File: src/rtl/lmac_arb_pkg.sv
// Shared constants, state encoding and helpers for the LMAC RX port arbiter.
package lmac_arb_pkg;

    localparam int CTRL_SOF = 0;
    localparam int CTRL_EOF = 1;
    localparam int CTRL_ERR = 2;

    // Terminating beat for an aborted packet: pkt_end + err.
    localparam logic [7:0] ABORT_CTRL = 8'h06;

    typedef enum logic [1:0] {
        IDLE,
        XFER,
        ABORT
    } arb_state_t;

    // Port index 'off' positions after 'base', wrapping at n (off <= n).
    function automatic int rr_next(input int base, input int off, input int n);
        int s;
        s = base + off;
        if (s >= n) s = s - n;
        return s;
    endfunction

endpackage

File: src/rtl/lmac_rx_port_arb_if.sv
// FWFT ingress channels and merged egress stream of the LMAC RX port arbiter.
interface lmac_rx_port_arb_if #(
    parameter int NUM_PORTS = 4,
    parameter int DATA_W    = 64,
    parameter int CTRL_W    = 8
);
    localparam int PORT_W = $clog2(NUM_PORTS);

    logic [NUM_PORTS-1:0]        port_en;
    logic [NUM_PORTS*DATA_W-1:0] ch_data;
    logic [NUM_PORTS*CTRL_W-1:0] ch_ctrl;
    logic [NUM_PORTS-1:0]        ch_empty;
    logic [NUM_PORTS-1:0]        ch_rd;
    logic [DATA_W-1:0]           out_data;
    logic [CTRL_W-1:0]           out_ctrl;
    logic [PORT_W-1:0]           out_port;
    logic                        out_vld;
    logic                        out_rdy;

    modport master (
        output port_en, ch_data, ch_ctrl, ch_empty, out_rdy,
        input  ch_rd, out_data, out_ctrl, out_port, out_vld
    );

    modport slave (
        input  port_en, ch_data, ch_ctrl, ch_empty, out_rdy,
        output ch_rd, out_data, out_ctrl, out_port, out_vld
    );

endinterface

File: src/rtl/lmac_arb_skid.sv
// Two-entry valid/ready output buffer; the head entry drives the outputs directly.
module lmac_arb_skid #(
    parameter int W = 8
) (
    input  logic         clk,
    input  logic         reset,
    input  logic         in_vld,
    input  logic [W-1:0] in_word,
    output logic         in_room,
    output logic         out_vld,
    output logic [W-1:0] out_word,
    input  logic         out_rdy
);
    logic [1:0]   count;
    logic [W-1:0] head;
    logic [W-1:0] spare;
    logic         push;
    logic         pop;

    assign in_room  = (count != 2'd2);
    assign out_vld  = (count != 2'd0);
    assign out_word = head;
    assign push     = in_vld && in_room;
    assign pop      = out_vld && out_rdy;

    always_ff @(posedge clk or posedge reset) begin
        if (reset) begin
            // NOTE: both entries are reset (not just count) because the outputs must read 0 out of reset.
            count <= 2'd0;
            head  <= '0;
            spare <= '0;
        end else begin
            // NOTE: non-blocking assignments throughout, so every branch sees the pre-edge count/head.
            case (count)
                2'd0: begin
                    if (push) begin
                        head  <= in_word;
                        count <= 2'd1;
                    end
                end
                2'd1: begin
                    if (push && pop) begin
                        head <= in_word;
                    end else if (push) begin
                        spare <= in_word;
                        count <= 2'd2;
                    end else if (pop) begin
                        count <= 2'd0;
                    end
                end
                default: begin
                    if (pop) begin
                        head  <= spare;
                        count <= 2'd1;
                    end
                end
            endcase
        end
    end

endmodule

File: src/rtl/lmac_rx_port_arb.sv
// Packet-granular round-robin merge of NUM_PORTS LMAC RX FIFO streams into one skid-buffered stream.
// Optional per-port packet statistics are enabled by defining LMAC_ARB_PORT_STATS_EN.
module lmac_rx_port_arb
    import lmac_arb_pkg::*;
#(
    parameter int  NUM_PORTS   = 4,
    parameter int  DATA_W      = 64,
    parameter int  CTRL_W      = 8,
    parameter int  TIMEOUT_CYC = 256,
    localparam int PORT_W      = $clog2(NUM_PORTS)
) (
    input  logic              clk,
    input  logic              reset,
    lmac_rx_port_arb_if.slave bus,
    output logic [31:0]       sof_err_cnt,
    output logic [31:0]       abort_cnt
`ifdef LMAC_ARB_PORT_STATS_EN
    ,
    input  logic [PORT_W-1:0] stat_sel,
    output logic [31:0]       stat_pkt_cnt
`endif
);
    localparam int SKID_W = DATA_W + CTRL_W + PORT_W;
    localparam int TMO_W  = (TIMEOUT_CYC > 1) ? $clog2(TIMEOUT_CYC) : 1;
    localparam logic [TMO_W-1:0] TMO_LAST = TMO_W'((TIMEOUT_CYC > 0) ? TIMEOUT_CYC - 1 : 0);
    localparam bit   TMO_EN = (TIMEOUT_CYC != 0);

    arb_state_t           state;
    arb_state_t           next_state;
    logic [PORT_W-1:0]    grant;
    logic [PORT_W-1:0]    rr_ptr;
    logic [PORT_W-1:0]    pick;
    logic                 pick_vld;
    logic [TMO_W-1:0]     tmo_cnt;
    logic [NUM_PORTS-1:0] ch_rd;
    logic                 skid_room;
    logic                 push_vld;
    logic [SKID_W-1:0]    push_word;
    logic [SKID_W-1:0]    skid_out;
    logic                 sof_err_inc;
    logic                 abort_inc;

    logic [DATA_W-1:0] ch_data_a [NUM_PORTS];
    logic [CTRL_W-1:0] ch_ctrl_a [NUM_PORTS];

    for (genvar i = 0; i < NUM_PORTS; i++) begin : g_unpack
        assign ch_data_a[i] = bus.ch_data[i*DATA_W +: DATA_W];
        assign ch_ctrl_a[i] = bus.ch_ctrl[i*CTRL_W +: CTRL_W];
    end

    // First enabled, non-empty port after the round-robin pointer.
    always_comb begin
        logic [PORT_W-1:0] idx;
        pick_vld = 1'b0;
        pick     = '0;
        idx      = '0;
        for (int k = 1; k <= NUM_PORTS; k++) begin
            idx = PORT_W'(rr_next(int'(rr_ptr), k, NUM_PORTS));
            if (!pick_vld && bus.port_en[idx] && !bus.ch_empty[idx]) begin
                pick_vld = 1'b1;
                pick     = idx;
            end
        end
    end

    always_comb begin
        // NOTE: every signal written here gets a default first so no latch is inferred.
        next_state  = state;
        ch_rd       = '0;
        push_vld    = 1'b0;
        push_word   = '0;
        sof_err_inc = 1'b0;
        abort_inc   = 1'b0;
        case (state)
            IDLE: begin
                if (pick_vld) begin
                    if (!ch_ctrl_a[pick][CTRL_SOF]) begin
                        ch_rd[pick] = 1'b1;
                        sof_err_inc = 1'b1;
                    end else begin
                        next_state = XFER;
                    end
                end
            end
            XFER: begin
                if (!bus.ch_empty[grant]) begin
                    if (skid_room) begin
                        ch_rd[grant] = 1'b1;
                        push_vld     = 1'b1;
                        push_word    = {ch_data_a[grant], ch_ctrl_a[grant], grant};
                        if (ch_ctrl_a[grant][CTRL_EOF]) next_state = IDLE;
                    end
                end else if (TMO_EN && tmo_cnt == TMO_LAST) begin
                    next_state = ABORT;
                end
            end
            ABORT: begin
                if (skid_room) begin
                    push_vld   = 1'b1;
                    push_word  = {{DATA_W{1'b0}}, CTRL_W'(ABORT_CTRL), grant};
                    abort_inc  = 1'b1;
                    next_state = IDLE;
                end
            end
            default: next_state = IDLE;
        endcase
    end

    // No pop may leak out while reset is held, even with a bad head beat waiting.
    assign bus.ch_rd = reset ? '0 : ch_rd;

    always_ff @(posedge clk or posedge reset) begin
        if (reset) begin
            state       <= IDLE;
            grant       <= '0;
            rr_ptr      <= PORT_W'(NUM_PORTS - 1);
            tmo_cnt     <= '0;
            sof_err_cnt <= '0;
            abort_cnt   <= '0;
        end else begin
            state <= next_state;
            if (state == IDLE && next_state == XFER) begin
                grant  <= pick;
                rr_ptr <= pick;
            end
            // Only an empty granted FIFO ages the packet; output backpressure never does.
            if ((|ch_rd) || state != XFER) begin
                tmo_cnt <= '0;
            end else if (bus.ch_empty[grant]) begin
                tmo_cnt <= tmo_cnt + TMO_W'(1);
            end
            if (sof_err_inc && sof_err_cnt != 32'hFFFF_FFFF) sof_err_cnt <= sof_err_cnt + 32'd1;
            if (abort_inc && abort_cnt != 32'hFFFF_FFFF) abort_cnt <= abort_cnt + 32'd1;
        end
    end

    lmac_arb_skid #(.W(SKID_W)) u_skid (
        .clk      (clk),
        .reset    (reset),
        .in_vld   (push_vld),
        .in_word  (push_word),
        .in_room  (skid_room),
        .out_vld  (bus.out_vld),
        .out_word (skid_out),
        .out_rdy  (bus.out_rdy)
    );

    assign {bus.out_data, bus.out_ctrl, bus.out_port} = skid_out;

`ifdef LMAC_ARB_PORT_STATS_EN
    logic [31:0] pkt_cnt [NUM_PORTS];

    always_ff @(posedge clk or posedge reset) begin
        if (reset) begin
            for (int i = 0; i < NUM_PORTS; i++) pkt_cnt[i] <= '0;
            stat_pkt_cnt <= '0;
        end else begin
            if (bus.out_vld && bus.out_rdy && bus.out_ctrl[CTRL_EOF] && !bus.out_ctrl[CTRL_ERR]) begin
                pkt_cnt[bus.out_port] <= pkt_cnt[bus.out_port] + 32'd1;
            end
            stat_pkt_cnt <= pkt_cnt[stat_sel];
        end
    end
`endif

endmodule
File: src/flat_wrapper.sv
// flat-port wrapper written by rule: the top's interface ports become plain ports
module lmac_rx_port_arb_flat import lmac_arb_pkg::*;
#(
    parameter int  NUM_PORTS   = 4,
    parameter int  DATA_W      = 64,
    parameter int  CTRL_W      = 8,
    parameter int  TIMEOUT_CYC = 256,
    localparam int PORT_W      = $clog2(NUM_PORTS)
)
  (clk, reset, sof_err_cnt, abort_cnt, bus_port_en, bus_ch_data, bus_ch_ctrl, bus_ch_empty, bus_out_rdy, bus_ch_rd, bus_out_data, bus_out_ctrl, bus_out_port, bus_out_vld);
  lmac_rx_port_arb_if #(.NUM_PORTS(NUM_PORTS), .DATA_W(DATA_W), .CTRL_W(CTRL_W)) bus_i ();
  input  logic clk;
  input  logic reset;
  output logic [31:0] sof_err_cnt;
  output logic [31:0] abort_cnt;
  input wire logic [$bits(bus_i.port_en)-1:0] bus_port_en;
  input wire logic [$bits(bus_i.ch_data)-1:0] bus_ch_data;
  input wire logic [$bits(bus_i.ch_ctrl)-1:0] bus_ch_ctrl;
  input wire logic [$bits(bus_i.ch_empty)-1:0] bus_ch_empty;
  input wire logic [$bits(bus_i.out_rdy)-1:0] bus_out_rdy;
  output wire logic [$bits(bus_i.ch_rd)-1:0] bus_ch_rd;
  output wire logic [$bits(bus_i.out_data)-1:0] bus_out_data;
  output wire logic [$bits(bus_i.out_ctrl)-1:0] bus_out_ctrl;
  output wire logic [$bits(bus_i.out_port)-1:0] bus_out_port;
  output wire logic [$bits(bus_i.out_vld)-1:0] bus_out_vld;
  assign bus_i.port_en = bus_port_en;
  assign bus_i.ch_data = bus_ch_data;
  assign bus_i.ch_ctrl = bus_ch_ctrl;
  assign bus_i.ch_empty = bus_ch_empty;
  assign bus_i.out_rdy = bus_out_rdy;
  assign bus_ch_rd = bus_i.ch_rd;
  assign bus_out_data = bus_i.out_data;
  assign bus_out_ctrl = bus_i.out_ctrl;
  assign bus_out_port = bus_i.out_port;
  assign bus_out_vld = bus_i.out_vld;
  lmac_rx_port_arb #(.NUM_PORTS(NUM_PORTS), .DATA_W(DATA_W), .CTRL_W(CTRL_W), .TIMEOUT_CYC(TIMEOUT_CYC)) u_core (.clk(clk), .reset(reset), .bus(bus_i), .sof_err_cnt(sof_err_cnt), .abort_cnt(abort_cnt));
endmodule
File: config.mk
export PLATFORM = sky130hd
export DESIGN_NAME = lmac_rx_port_arb_flat
export DESIGN_NICKNAME = d
export VERILOG_FILES = /design/src/rtl/lmac_arb_pkg.sv /design/src/rtl/lmac_rx_port_arb_if.sv /design/src/rtl/lmac_arb_skid.sv /design/src/rtl/lmac_rx_port_arb.sv /design/src/flat_wrapper.sv
export SDC_FILE = /design/constraint.sdc
export NUM_CORES = 1
export LEC_CHECK = 0
export BUFFER_PORTS_ARGS = -buffer_cell sky130_fd_sc_hd__buf_2
export CORE_AREA = 2 2 171 173
export CTS_CLUSTER_DIAMETER = 150
export CTS_CLUSTER_SIZE = 10
export DETAILED_ROUTE_END_ITERATION = 16
export DIE_AREA = 0 0 173 175
export MAX_ROUTING_LAYER = met4
export PLACE_DENSITY = 0.78
export SYNTH_ARGS = -nofsm -noshare
export SYNTH_HDL_FRONTEND = slang
export SYNTH_SLANG_ARGS = --single-unit
File: constraint.sdc
create_clock -name clk -period 8.2 [get_ports clk]
set_input_delay 0.41 -clock clk [delete_from_list [all_inputs] [get_ports clk]]
set_output_delay 0.41 -clock clk [all_outputs]
set_load 0.01 [all_outputs]
# Word level (Yosys, flattened, before mapping)
# Index checks and enable logic that the tools add are counted.
[classes]
add_sub_neg = 11
order_cmp = 14
n_eq_ne = 13
mux = 80
bitwise = 3
reduce_logical = 32
[op_table]
columns = ["operator", "count"]
rows = [
  ["$mux W74", 5],
  ["$pmux W74 S2", 2],
  ["$bmux W64 S2", 1],
  ["$mux W64", 2],
  ["$add A32 B1 Y32 const B", 2],
  ["$ne A32 B32 Y1 const B", 2],
  ["$mux W2", 20],
  ["$bmux W8 S2", 2],
  ["$mux W8", 4],
  ["$mux W1", 23],
  ["$mux W4", 5],
  ["$bmux W1 S2", 9],
  ["$lt A2 B3 Y1 const B", 6],
  ["$ge A3 B3 Y1 const B", 5],
  ["$logic_and A1 B1 Y1", 15],
  ["$add A8 B1 Y8 const B", 1],
  ["$eq A8 B8 Y1 const B", 1],
  ["$ne A2 B2 Y1 const B", 4],
  ["$pmux W4 S2", 1],
  ["$sub A2 B1 Y2 const B", 4],
  ["$logic_not A1 Y1", 7],
  ["$add A2 B2 Y3 const B", 2],
  ["$eq A2 B1 Y1 const B", 3],
  ["$not A2 Y3", 2],
  ["other kinds (20)", 25],
]
[word_totals]
regBits = 228
out_inout_bits = 143
wordCells = 162

# Depth between registers and ports, before layout
[depth]
depth_word = 30
depth_mapped = 10
depth_no_buf = 8

# Modules after synthesis
# Synthesis repeated with hierarchy kept, for this count alone.
[hier_totals]
hier_cells = 999
hier_area_um2 = 13151.4
[modules_own_cells]
columns = ["mod", "n_inst", "cells_each", "area_each_um2", "seq_area_each_um2"]
rows = [
  ["lmac_arb_skid", 1, 409, 6774.0, 3753.6],
  ["lmac_rx_port_arb", 1, 590, 6377.4, 1954.4],
]

# Worst setup path before layout
# Ideal clock, no wire load.
[synth_path]
kind = "input -> output"
startpoint = "input port reset"
endpoint = "output port bus_ch_rd[0]"
arrival_time_ns = 6.667
path_slack_ns = 1.123
path_stages = 3
path_buffers = 0
path_cell_list = "inv_1 > o21ai_0 > nor2_1"
[synth_via]
elab_chain_cells = 1
[synth_rtl]
columns = ["element", "line_no", "rtl"]
rows = [
  ["start: declaration", "flat_wrapper.sv:13", "input logic reset;"],
  ["$mux W4", "lmac_rx_port_arb.sv:110", "assign bus.ch_rd = reset ? '0 : ch_rd;"],
  ["end: declaration", "flat_wrapper.sv:21", "output wire logic [$bits(bus_i.ch_rd)-1:0] bus_ch_rd;"],
]
# No other way between the ends.

# Final worst setup path
[layout_path]
startpoint = "register u_core.grant[0]"
endpoint = "register u_core.u_skid.head[39] (netlist: u_core.u_skid.out_word[39])"
[layout_via]
elab_chain_cells = 9
elab_cells_between_ends = 19
cone_classes = "eq/ne: 2; mux: 13; bitwise: 1; reduce/logical: 3"
[layout_rtl]
columns = ["element", "line_no", "rtl"]
rows = [
  ["start: declaration", "lmac_rx_port_arb.sv:30", "logic [PORT_W-1:0] grant;"],
  ["start signal: assignment", "lmac_rx_port_arb.sv:123", "grant <= pick;"],
  ["$not A2 Y3 (not written as such)", "lmac_rx_port_arb.sv:90", "push_word = {ch_data_a[grant], ch_ctrl_a[grant], grant};"],
  ["$bmux W64 S2", "lmac_rx_port_arb.sv:90", ""],
  ["$mux W64 (not written as such) (2 in series)", "lmac_rx_port_arb.sv:90", ""],
  ["$mux W74", "lmac_rx_port_arb.sv:87", "if (skid_room) begin"],
  ["$mux W74", "lmac_rx_port_arb.sv:86", "if (!bus.ch_empty[grant]) begin"],
  ["$pmux W74 S2", "lmac_rx_port_arb.sv:74", "case (state)"],
  ["$mux W74 (on tied branches)", "lmac_arb_skid.sv:42, lmac_arb_skid.sv:36", ""],
  ["$pmux W74 S2", "lmac_arb_skid.sv:34", "case (count)"],
  ["end signal: assignment", "lmac_arb_skid.sv:37", "head <= in_word;"],
  ["end signal: assignment", "lmac_arb_skid.sv:43", "head <= in_word;"],
  ["end signal: assignment", "lmac_arb_skid.sv:53", "head <= spare;"],
  ["end: declaration", "lmac_arb_skid.sv:15", "logic [W-1:0] head;"],
]
# Parallel ways exist; a longest one is shown, timed or not. The select of a mux whose other input is x is not followed.
# A chain may end at the register's enable or synchronous reset.

==> reports/summary.log <==
INFO  yosys          synth_top_cells_by_count=226 x sky130_fd_sc_hd__dfrtp_1, 124 x sky130_fd_sc_hd__mux2_2, 119 x sky130_fd_sc_hd__nand2_1
INFO  clocking       cts-buffers-inserted=26
INFO  yosys          synth_enable_flop_cells=0
INFO  power_and_ir_drop pwr-share-seq=38.7%
INFO  worst_setup_path timing.critical_path.fanout_max=53
INFO  yosys          yosysWarnings=0
INFO  global_route   wire_length_of_the_first_global_routing_pass=55,400um
INFO  worst_setup_path reg2reg_depth=7
INFO  yosys          post_synth_xor_area_fraction=4.83%
INFO  drt            routed-via-count=10.1k
INFO  timing         timing.fmax=0.243GHz
INFO  drt            initialDrtViolationCount=622
INFO  power_and_ir_drop powerDensity=250mW/mm^2
INFO  timing         max_slew_margin=32.3%
INFO  timing         final_min_period_over_clock_period=50.2%
INFO  worst_setup_path critPathSlowestCell=sky130_fd_sc_hd__dfrtp_4
INFO  timing         layout_min_cycle_time=4120ps
INFO  global_route   grt_pass1_vias=10.3k
INFO  worst_setup_path rr_startpoint=u_core.grant[0]$_DFFE_PP0P_
INFO  drt            drtAntennaViolNets=0
INFO  power_and_ir_drop switch_pwr=1.33mW
INFO  yosys          largest_family_of_logic_cells_by_synthesized_area=multiplexers
INFO  yosys          yosysUniqueCellTypes=58
INFO  clocking       cts.htree.levels=1
INFO  global_route   grt_max_degree=107
INFO  job            drv.max_cap_violation_count=0
INFO  yosys          yosys-mux-area-fraction=28.7%
INFO  clocking       clock_insertion_delay_worst_skew=520ps
INFO  clocking       cts.repair_timing.setup_buffer_count=0
INFO  clocking       cts_tree=done
INFO  timing         final_max_slew_viol_count=0
INFO  yosys          synth_compound_area_share=3.89%
INFO  drt            number_of_design_rule_violations_left_after_detail_routing=0
INFO  timing         clock_skew=11.7ps
INFO  yosys          post_synth.cell_area_avg=11.9squm
INFO  power_and_ir_drop internal_power=2.66mW
INFO  clocking       ctsResizeCount=0
INFO  drt            drt_pre_antenna_iters=5
INFO  global_route   antenna_found_initial=1
INFO  yosys          synth-simple-area-share=13.0%
INFO  floorplanning  chipHeight=175um
INFO  finish         multi_input_logic_area=0.00650sqmm
INFO  floorplanning  io_pins=442
INFO  clocking       clockBufferDepth=3
INFO  placed_design  gp_routability_congestion=0.858
INFO  floorplanning  dieArea=0.0303sqmm
INFO  placed_design  dpl.hpwl=25,300um
INFO  timing         setup_violations=0
INFO  run_status     status=finished clean
INFO  worst_setup_path timing.critical_path.arrival=4520ps
INFO  clocking       clockRootBuffer=sky130_fd_sc_hd__clkbuf_16
INFO  worst_setup_path critical_path_required=8610ps
INFO  worst_setup_path critPathBufInv=1
INFO  finish         design.final.nets=1,792
INFO  power_and_ir_drop sw_frac_of_total=33.3%
INFO  yosys          synth_sequential_area_ratio=44.9%
INFO  worst_setup_path worst_setup_path_end_kind=flop
INFO  drt            wl=35,000um
INFO  power_and_ir_drop clockPowerShare=26.1%
INFO  yosys          ys_top_cells_by_area=sky130_fd_sc_hd__dfrtp_1 45%, sky130_fd_sc_hd__mux4_2 13%, sky130_fd_sc_hd__mux2_2 11%
INFO  yosys          syn_nets=1,378
INFO  power_and_ir_drop combinationalPowerShare=35.2%
INFO  yosys          synth-adder-area-share=0.689%
INFO  yosys          cell_type_with_the_largest_total_area_after_synthesis=sky130_fd_sc_hd__dfrtp_1
INFO  worst_setup_path worstSetupPathType=reg -> reg
INFO  timing         max_slew.worst_pin.slew=1010ps
INFO  yosys          synth-seq-cells=228
INFO  clocking       numClockSinks=228
INFO  global_route   global_route.usage.total=23.5%
INFO  placed_design  buffer_ports.inserted=441
INFO  finish         nFillCells=2,388
INFO  power_and_ir_drop total_leakage_power=8.28nW
INFO  clocking       postCtsHoldBufs=0
INFO  worst_setup_path reg2reg_setup_slack=4080ps
INFO  yosys          netlist.area_leader.share=44.5%
INFO  yosys          synth_ff_type=sky130_fd_sc_hd__dfrtp_1
INFO  worst_setup_path worstReg2RegEnd=u_core.u_skid.out_word[39]$_DFFE_PP0P_
INFO  yosys          syn_area=0.0127sqmm
INFO  worst_setup_path timing.critical_path.from=u_core.grant[0]$_DFFE_PP0P_
INFO  clocking       worst_setup_hold_path_clk_slew=60ps
INFO  placed_design  placed_area=0.0152sqmm
INFO  timing         final_hold_viol_count=0
INFO  timing         timing.setup.tns=0ps
INFO  global_route   grt_remaining_overflow=0
INFO  yosys          most_instantiated_library_cell_after_synthesis=sky130_fd_sc_hd__dfrtp_1
INFO  floorplanning  floorplan.initialDensity=44.7%
INFO  power_and_ir_drop power.ir.vdd_worst=0.172mV
INFO  floorplanning  fp.coreArea=0.0284sqmm
INFO  yosys          post_synth_inst_count=1,072
INFO  finish         post-route-cell-area=0.0159sqmm
INFO  worst_setup_path worstSetupStartpointType=flop
INFO  drt            vias_per_cell=5.37
INFO  drt            post_drt_wl_per_cell=18.6um
INFO  finish         fraction_of_layout_cells_with_a_size_suffix_above_1=47.2%
INFO  min_path       hp-class=in -> async
INFO  yosys          async_reset_ff_share=100%
INFO  worst_setup_path critical_path.top_delay_family=multiplexers
INFO  finish         sequential_cell_area=0.00572sqmm
INFO  worst_setup_path critical-path-max-stage-delay=840ps
INFO  finish         area_delta_synth_final=25.3%
INFO  floorplanning  die-width=173um
INFO  worst_setup_path path_cells=mux4_2 -> nor2_4 -> and2_4 -> o21ai_4 -> a22oi_4 -> buf_4 -> mux2_2
INFO  floorplanning  floorplan.rows=62
INFO  timing         setup_repair_after_global_routing_missed_its_margin=no
==> kinds of logic after synthesis <==
logic type	after synthesis
compound gates	76
xor+xnor	70
fa+ha+maj	7
buf+inv	118
flops	228
mux	254
simple gates	319
==> per-stage QoR <==
stage / setup slack [ps] / std cells / util (%) / power (mW) / hold WS (ps)
after global routing: 3800 / 1880 / 56.0 / 4.21 / 72.4
after CTS: 4030 / 1879 / 56.0 / 4.04 / 48.8
final: 4080 / 1881 / 56.1 / 3.99 / 2.70
after floorplan: 1120 / 1072 / - / 2.52 / 475
after global placement: 4120 / 1842 / 53.5 / 2.94 / 471
after detailed placement: 4060 / 1842 / 53.5 / 2.98 / 475
==> placed cells by master, fill, tap and decap left out, types with 3 or more instances in the layout <==
cell / Yosys / layout
sky130_fd_sc_hd__a21oi_1: 8 / 8
sky130_fd_sc_hd__a22oi_1: 4 / 4
sky130_fd_sc_hd__a32oi_1: 3 / 3
sky130_fd_sc_hd__and2_1: 34 / 34
sky130_fd_sc_hd__and3_1: 20 / 19
sky130_fd_sc_hd__and4_1: 11 / 11
sky130_fd_sc_hd__buf_2: 21 / 441
sky130_fd_sc_hd__buf_4: 5 / 10
sky130_fd_sc_hd__clkbuf_1: 33 / 9
sky130_fd_sc_hd__clkbuf_16: 0 / 27
sky130_fd_sc_hd__dfrtp_1: 226 / 223
sky130_fd_sc_hd__ha_1: 7 / 7
sky130_fd_sc_hd__inv_1: 53 / 52
sky130_fd_sc_hd__mux2_2: 124 / 124
sky130_fd_sc_hd__mux2_4: 6 / 6
sky130_fd_sc_hd__mux2i_1: 51 / 51
sky130_fd_sc_hd__mux4_2: 73 / 73
sky130_fd_sc_hd__nand2_1: 119 / 119
sky130_fd_sc_hd__nand2b_1: 6 / 6
sky130_fd_sc_hd__nand3_1: 29 / 29
sky130_fd_sc_hd__nand4_1: 21 / 21
sky130_fd_sc_hd__nand4b_1: 5 / 5
sky130_fd_sc_hd__nor2_1: 35 / 35
sky130_fd_sc_hd__nor2b_1: 6 / 6
sky130_fd_sc_hd__nor3_1: 9 / 9
sky130_fd_sc_hd__nor3b_1: 4 / 4
sky130_fd_sc_hd__nor4_1: 5 / 5
sky130_fd_sc_hd__o21ai_0: 46 / 46
sky130_fd_sc_hd__or2_2: 3 / 3
sky130_fd_sc_hd__xnor2_1: 52 / 52
sky130_fd_sc_hd__xor2_1: 18 / 18
==> cell type report <==
cell class / count / area share [%]
inverters: 53 / 1.30
clock buffers: 37 / 4.54
multi-input cells: 726 / 40.8
well taps: 384 / 3.02
diodes: 2 / 0.0314
repair buffers: 451 / 14.3
flip-flops and latches: 228 / 35.9
==> power by group through the flow <==
stage	Sequential (mW)	Clock (mW)	Combinational [mW]
after floorplan	1.51	0	1.01
after global placement	1.55	0	1.39
after detailed placement	1.56	0	1.42
after CTS	1.54	1.07	1.43
after global routing	1.58	1.11	1.52
final	1.54	1.04	1.40
==> flip-flops by register name, summed over array words and instances, names as in the netlist <==
signal / cells
u_core.u_skid.out_word: 74
u_core.u_skid.count: 2
u_core.sof_err_cnt: 32
u_core.grant: 2
u_core.abort_cnt: 32
u_core.rr_ptr: 2
u_core.u_skid.spare: 74
u_core.tmo_cnt: 8
u_core.state: 2
==> per-layer routing <==
metal	global-route usage (%)	share of wire, %
met5	-	0
met4	5.54	1.8
met2	40.0	50
met1	29.5	41
met3	3.89	7.4
==> worst max-delay path by stage <==
stage	slack (ps)	cells after the start	endpoint
floorplan	1120	3	bus_ch_rd[0]
CTS	4030	7	u_core.u_skid.out_word[31]$_DFFE_PP0P_
finish	4080	7	u_core.u_skid.out_word[39]$_DFFE_PP0P_
global placement	4120	7	u_core.u_skid.out_word[29]$_DFFE_PP0P_
detailed placement	4060	7	u_core.u_skid.out_word[41]$_DFFE_PP0P_
global route	3800	7	u_core.u_skid.out_word[39]$_DFFE_PP0P_
No activity file was read; power rests on OpenSTA's default activity.
